--- src/rtl/mem_copy_engine.sv ---
// Block copy engine driving a single-port data memory: direct or pointer-indirect
// copy of count words from src to dst, with a modulo-2^DW checksum of the words written.
module mem_copy_engine #(
    parameter int AW = 13,
    parameter int DW = 16
) (
    input  logic          clk,
    input  logic          rst,
    input  logic          start,
    input  logic          mode,
    input  logic [AW-1:0] src_addr,
    input  logic [AW-1:0] dst_addr,
    input  logic [AW-1:0] count,
    output logic          memread,
    output logic          memwrite,
    output logic [AW-1:0] addr,
    output logic [DW-1:0] mem_wdata,
    input  logic [DW-1:0] mem_rdata,
    output logic          busy,
    output logic          done,
    output logic [DW-1:0] sum
);

    typedef enum logic [2:0] {
        IDLE    = 3'd0,
        RD_PTR  = 3'd1,
        RD_DATA = 3'd2,
        WR      = 3'd3,
        DONE    = 3'd4
    } state_t;

    // Operands captured at start; the ports are free to change afterwards.
    typedef struct packed {
        logic          mode;
        logic [AW-1:0] src;
        logic [AW-1:0] dst;
        logic [AW-1:0] cnt;
    } xfer_t;

    state_t        state, state_nxt;
    xfer_t         op;
    logic [AW-1:0] idx;
    logic [AW-1:0] ptr;
    logic [DW-1:0] data_buf;
    logic [DW-1:0] sum_q;
    logic          last;
    logic          rd_en;
    logic          wr_en;

    // count is never 0 once a word is in flight, so count-1 cannot underflow here.
    assign last = (idx == op.cnt - AW'(1));

    always_ff @(posedge clk) begin
        if (rst) begin
            state    <= IDLE;
            op       <= '0;
            idx      <= '0;
            ptr      <= '0;
            data_buf <= '0;
            sum_q    <= '0;
        end else begin
            state <= state_nxt;
            case (state)
                IDLE: begin
                    if (start) begin
                        op    <= '{mode: mode, src: src_addr, dst: dst_addr, cnt: count};
                        idx   <= '0;
                        sum_q <= '0;
                    end
                end
                RD_PTR:  ptr      <= mem_rdata[AW-1:0];
                RD_DATA: data_buf <= mem_rdata;
                WR: begin
                    sum_q <= sum_q + data_buf;
                    if (!last) idx <= idx + AW'(1);
                end
                default: ;
            endcase
        end
    end

    always_comb begin
        state_nxt = state;
        case (state)
            IDLE: begin
                if (start) begin
                    if (count == '0) state_nxt = DONE;
                    else if (mode)   state_nxt = RD_PTR;
                    else             state_nxt = RD_DATA;
                end
            end
            RD_PTR:  state_nxt = RD_DATA;
            RD_DATA: state_nxt = WR;
            WR: begin
                if (last)         state_nxt = DONE;
                else if (op.mode) state_nxt = RD_PTR;
                else              state_nxt = RD_DATA;
            end
            DONE:    state_nxt = IDLE;
            default: state_nxt = IDLE;
        endcase
    end

    // Moore decode; address sums are AW wide so they wrap at the top of memory.
    always_comb begin
        rd_en     = 1'b0;
        wr_en     = 1'b0;
        addr      = '0;
        mem_wdata = '0;
        busy      = 1'b0;
        done      = 1'b0;
        case (state)
            RD_PTR: begin
                rd_en = 1'b1;
                busy  = 1'b1;
                addr  = op.src + idx;
            end
            RD_DATA: begin
                rd_en = 1'b1;
                busy  = 1'b1;
                addr  = op.mode ? ptr : op.src + idx;
            end
            WR: begin
                wr_en     = 1'b1;
                busy      = 1'b1;
                addr      = op.dst + idx;
                mem_wdata = data_buf;
            end
            DONE:    done = 1'b1;
            default: ;
        endcase
    end

    // Gating with rst keeps a reset edge from ever landing a write.
    assign memread  = rd_en & ~rst;
    assign memwrite = wr_en & ~rst;
    assign sum      = sum_q;

endmodule
--- config.mk ---
export PLATFORM = sky130hd
export DESIGN_NAME = mem_copy_engine
export DESIGN_NICKNAME = d
export VERILOG_FILES = /design/src/rtl/mem_copy_engine.sv
export SDC_FILE = /design/constraint.sdc
export NUM_CORES = 1
export LEC_CHECK = 0
export CAP_MARGIN = 15
export CORE_MARGIN = 5
export CORE_UTILIZATION = 45
export CTS_CLUSTER_DIAMETER = 200
export CTS_CLUSTER_SIZE = 40
export DETAILED_ROUTE_END_ITERATION = 6
export GPL_ROUTABILITY_DRIVEN = 1
export GPL_TIMING_DRIVEN = 0
export MAX_ROUTING_LAYER = met4
export PLACE_DENSITY = 0.7
export SKIP_CTS_REPAIR_TIMING = 1
export SLEW_MARGIN = 20
export SYNTH_ARGS = -nofsm -noshare
export SYNTH_HDL_FRONTEND = slang
export SYNTH_SLANG_ARGS = --single-unit
--- constraint.sdc ---
create_clock -name clk -period 9.1 [get_ports clk]
set_input_delay 2.73 -clock clk [delete_from_list [all_inputs] [get_ports clk]]
set_output_delay 2.73 -clock clk [all_outputs]
set_load 0.05 [all_outputs]
Word level (Yosys, flattened, before mapping)
Index checks and enable logic that the tools add are counted.
{ "op_classes": {"addsub": 5, "n_eq_ne": 7, "muxes": 18, "bitwise": 3, "n_reduce_logical": 8} }
{ "op_table": {"columns": ["cell", "n"], "rows": [
  ["two-way mux 13 bit", 3],
  ["one-hot mux 13 bit (3 select lines)", 1],
  ["two-way mux 16 bit", 2],
  ["one-hot mux 16 bit (2 select lines)", 1],
  ["adder 13 bit", 2],
  ["one-hot mux 13 bit (2 select lines)", 1],
  ["adder 16 bit", 1],
  ["adder 13 x 1 -> 13 bit, second input constant", 1],
  ["equality test 13 bit", 1],
  ["zero test 13 bit", 1],
  ["subtractor 13 x 1 -> 13 bit, second input constant", 1],
  ["one-hot mux 3 bit (4 select lines)", 1],
  ["two-way mux 3 bit", 3],
  ["equality test 3 x 2 -> 1 bit, second input constant", 2],
  ["two-way mux 1 bit", 4],
  ["two-way mux 2 bit", 2],
  ["!= test 2 bit, second input constant", 2],
  ["AND reduction 2 bit", 2],
  ["equality test 3 x 1 -> 1 bit, second input constant", 1],
  ["equality test 3 bit, second input constant", 1],
  ["zero test 3 bit", 1],
  ["AND reduction 3 bit", 1],
  ["OR reduction 3 bit", 1],
  ["AND 1 bit", 2],
  ["3 further kinds", 3]
]} }
{ "totals": {"ff_bits": 101, "input_bits": 59, "elab_cells": 50} }

Longest topological paths before layout
{ "depth": {"ltp_word": 4, "depth_mapped": 12} }

Worst setup path before layout
No wires, ideal clock.
{ "synth_timing": {"path_type": "input -> output", "startpoint": "in rst", "endpoint": "out memread", "t_arrival_ps": 4043, "t_required_ps": 6370, "setup_slack_ps": 2327, "path_stages": 4, "path_buffers": 3, "cell_sequence": "clkbuf_1 -> clkbuf_1 -> clkbuf_1 -> a21oi_1"} }
{ "synth_between": {"elab_chain_cells": 2} }
{ "synth_rtl": {"columns": ["item", "line_no", "source"], "rows": [
  ["start, declared", "8", "input logic rst,"],
  ["inverter 1 bit", "135", "assign memread = rd_en & ~rst;"],
  ["AND 1 bit", "135", null],
  ["end, declared", "14", "output logic memread,"]
]} }
Every way passes these cells.

Worst setup path after layout
Ends and elaborated chain as after synthesis.

==> flow_summary.json <==
{
  "cts_sinks": 101,
  "synth_seq_cells": 101,
  "fin_nets": 1055,
  "p_leak_nw": 3.07,
  "start_kind": "input port",
  "tritoncts": "yes",
  "start_util": 0.457,
  "antenna_found_initial": 0,
  "relSlewSlack": 0.426,
  "grt-ovfl-total": 0,
  "avgSynthCellArea_um2": 7.58,
  "rsz0062_at_grt": "no",
  "period_share": 0.834,
  "clk_pin_slew_ps": 80,
  "diodes": 0,
  "worstSkewPairLatency_ps": 350,
  "synth.distinct_cells": 58,
  "synthesis.nets": 937,
  "yosys-top-cells-count": "174 x nand2_1, 107 x a21oi_1, 101 x dfxtp_1, 58 x nor2_1, 41 x ha_1",
  "cp-end-kind": "primary output",
  "power_density_mw_per_mm2": 141,
  "synth_flop_cell": "dfxtp_1",
  "core_area_mm2": 0.0138,
  "routabilityCongestion": 0.873,
  "portBuffers": 106,
  "dp_hpwl_mm": 14.5,
  "hp-class": "reg2reg",
  "first_iter_violations": 323,
  "yosysSeqAreaShare": 0.320,
  "vias_per_cell": 5.56,
  "htree_num_levels": 3,
  "period_minus_slack_ps": 7590,
  "crit_required_ps": 6370,
  "yosysMostFrequentCell": "nand2_1",
  "antenna_left": 0,
  "syn_area_mm2": 0.00632,
  "via_count": 6322,
  "area_growth_pct": 25.3,
  "post-route-util": 0.573,
  "fin_setup_tns_ps": 0,
  "finalClockSkew_ps": 6.48,
  "async_flop_share": 0,
  "critPathMaxFanout": 10,
  "clockBufferDepth": 2,
  "cts_buffers": 9,
  "die_area_mm2": 0.0165,
  "max_freq_mhz": 132,
  "synth.area.top_cells": "dfxtp_1 32%, nand2_1 10%, a21oi_1 8.5%, ha_1 8.1%, xnor2_1 4.2%",
  "rows": 43,
  "grt_max_degree": 18,
  "crit_type": "in2out",
  "die_w_um": 129,
  "yosysTopAreaCell": "dfxtp_1",
  "finalHoldViolations": 0,
  "drive_gt1_frac": 0.0303,
  "wirelength_mm": 18.6,
  "arrival_ps": 4860,
  "dieHeight_um": 129,
  "worst_pin_slew_ps": 858,
  "holdWs_ps": 460,
  "slew_viol_final": 0,
  "grt_pass1_vias": 5770,
  "drtPass1Iterations": 5,
  "grt_pass1_wl_mm": 28.9,
  "setup_viol": 0,
  "vdd_ir_drop_max_v": 0.0000958,
  "track_usage": 0.228,
  "yosys_warnings": 0,
  "wl_per_cell_um": 16.4,
  "netlist_instances": 834,
  "status": "completed",
  "cts_root_buf": "clkbuf_16",
  "synth_edf_count": 0,
  "ios": 108,
  "maxCapViolCount": 0,
  "synth.top_cell.area_share": 0.320,
  "drc": 0
}
## cells by family (layout without fill, tap and decap cells)
group                    after synthesis  count (layout)  share of synthesized area
buffers and inverters                 60             183                     0.0384
multiplexers                           5               5                    0.00791
flip-flops                           101             101                      0.320
AO/OA/AOI/OAI                        224             224                      0.216
adder cells (fa/ha/maj)               44              44                     0.0906
AND/OR/NAND/NOR                      351             351                      0.260
XOR/XNOR                              49              49                     0.0679
## per-stage QoR
stage	instances	power, mW	worst slack [ps]	instance area [um^2]
floorplan	834	0.646	2330	6320
global placement	1120	0.730	1480	7610
detailed placement	1121	0.732	1510	7620
CTS	1137	1.13	1510	7930
global route	1137	1.17	1330	7930
finish	1137	1.12	1510	7930
## sequential cells by signal, indices dropped and copies added, names as in the netlist
register and cells:
data_buf 16, state 3, idx 13, op 40, ptr 13, sum 16
## path summary, 6_finish.rpt
path | from | endpoint | slack [ps] | cells past startpoint
min | ptr[11]$_SDFFE_PP0P_ | ptr[11]$_SDFFE_PP0P_ | 460 | 2
min reg2reg | ptr[11]$_SDFFE_PP0P_ | ptr[11]$_SDFFE_PP0P_ | 460 | 2
max | rst | memread | 1510 | 5
max reg2reg | op[0]$_SDFFE_PP0P_ | idx[10]$_SDFFE_PP0P_ | 5830 | 12
## area by class of cell
type / instances / area [um^2]
sequential: 101 / 2020
tap: 180 / 225
timing repair buffer: 107 / 1070
clock buffer: 9 / 225
multi-input combinational: 673 / 4070
fill: 1350 / 5900
buffer: 45 / 186
clock inverter: 7 / 76.3
inverter: 15 / 56.3
## critical path, stage by stage
cell,delay [ps]
clkbuf_1,310
clkbuf_1,550
clkbuf_1,400
a21oi_1,120
clkdlybuf4s50_1,740
## layer usage
metal,GRT usage,wire [um]
met2,0.360,8480
met1,0.297,8520
met4,0.0797,476
met3,0.0349,1150
met5,-,0
## cells in the final DEF, fill, tap and decap left out, types with 3 or more instances in the layout
cell type and count:
nand2b_1 6, nor2b_1 8, o21a_1 6, a32oi_1 3, nand3_1 17, and3_1 3
o31ai_1 8, clkdlybuf4s50_1 106, nand2_1 174, nand3b_1 4, a22oi_1 17, nor3_1 19
clkbuf_16 9, fa_1 3, o21ai_0 32, and2_1 19, xor2_1 19, mux2i_1 5
or4_1 5, o211ai_1 7, nand4_1 7, a41o_1 4, clkbuf_1 40, ha_1 41
a32o_1 3, nor4_1 6, or3_1 11, xnor2_1 30, clkinv_4 3, inv_1 14
a21oi_1 107, dfxtp_1 101, nor3b_1 3, a211oi_1 8, nor2_1 58, a31oi_1 6
a21o_1 6
## power breakdown
part           switching (mW)  internal, mW  total (mW)  leakage (nW)
Clock                   0.183         0.214       0.397         0.142
Sequential             0.0199         0.465       0.485         0.822
Combinational           0.144        0.0952       0.239          2.11
(Power assumes the default switching activity.)
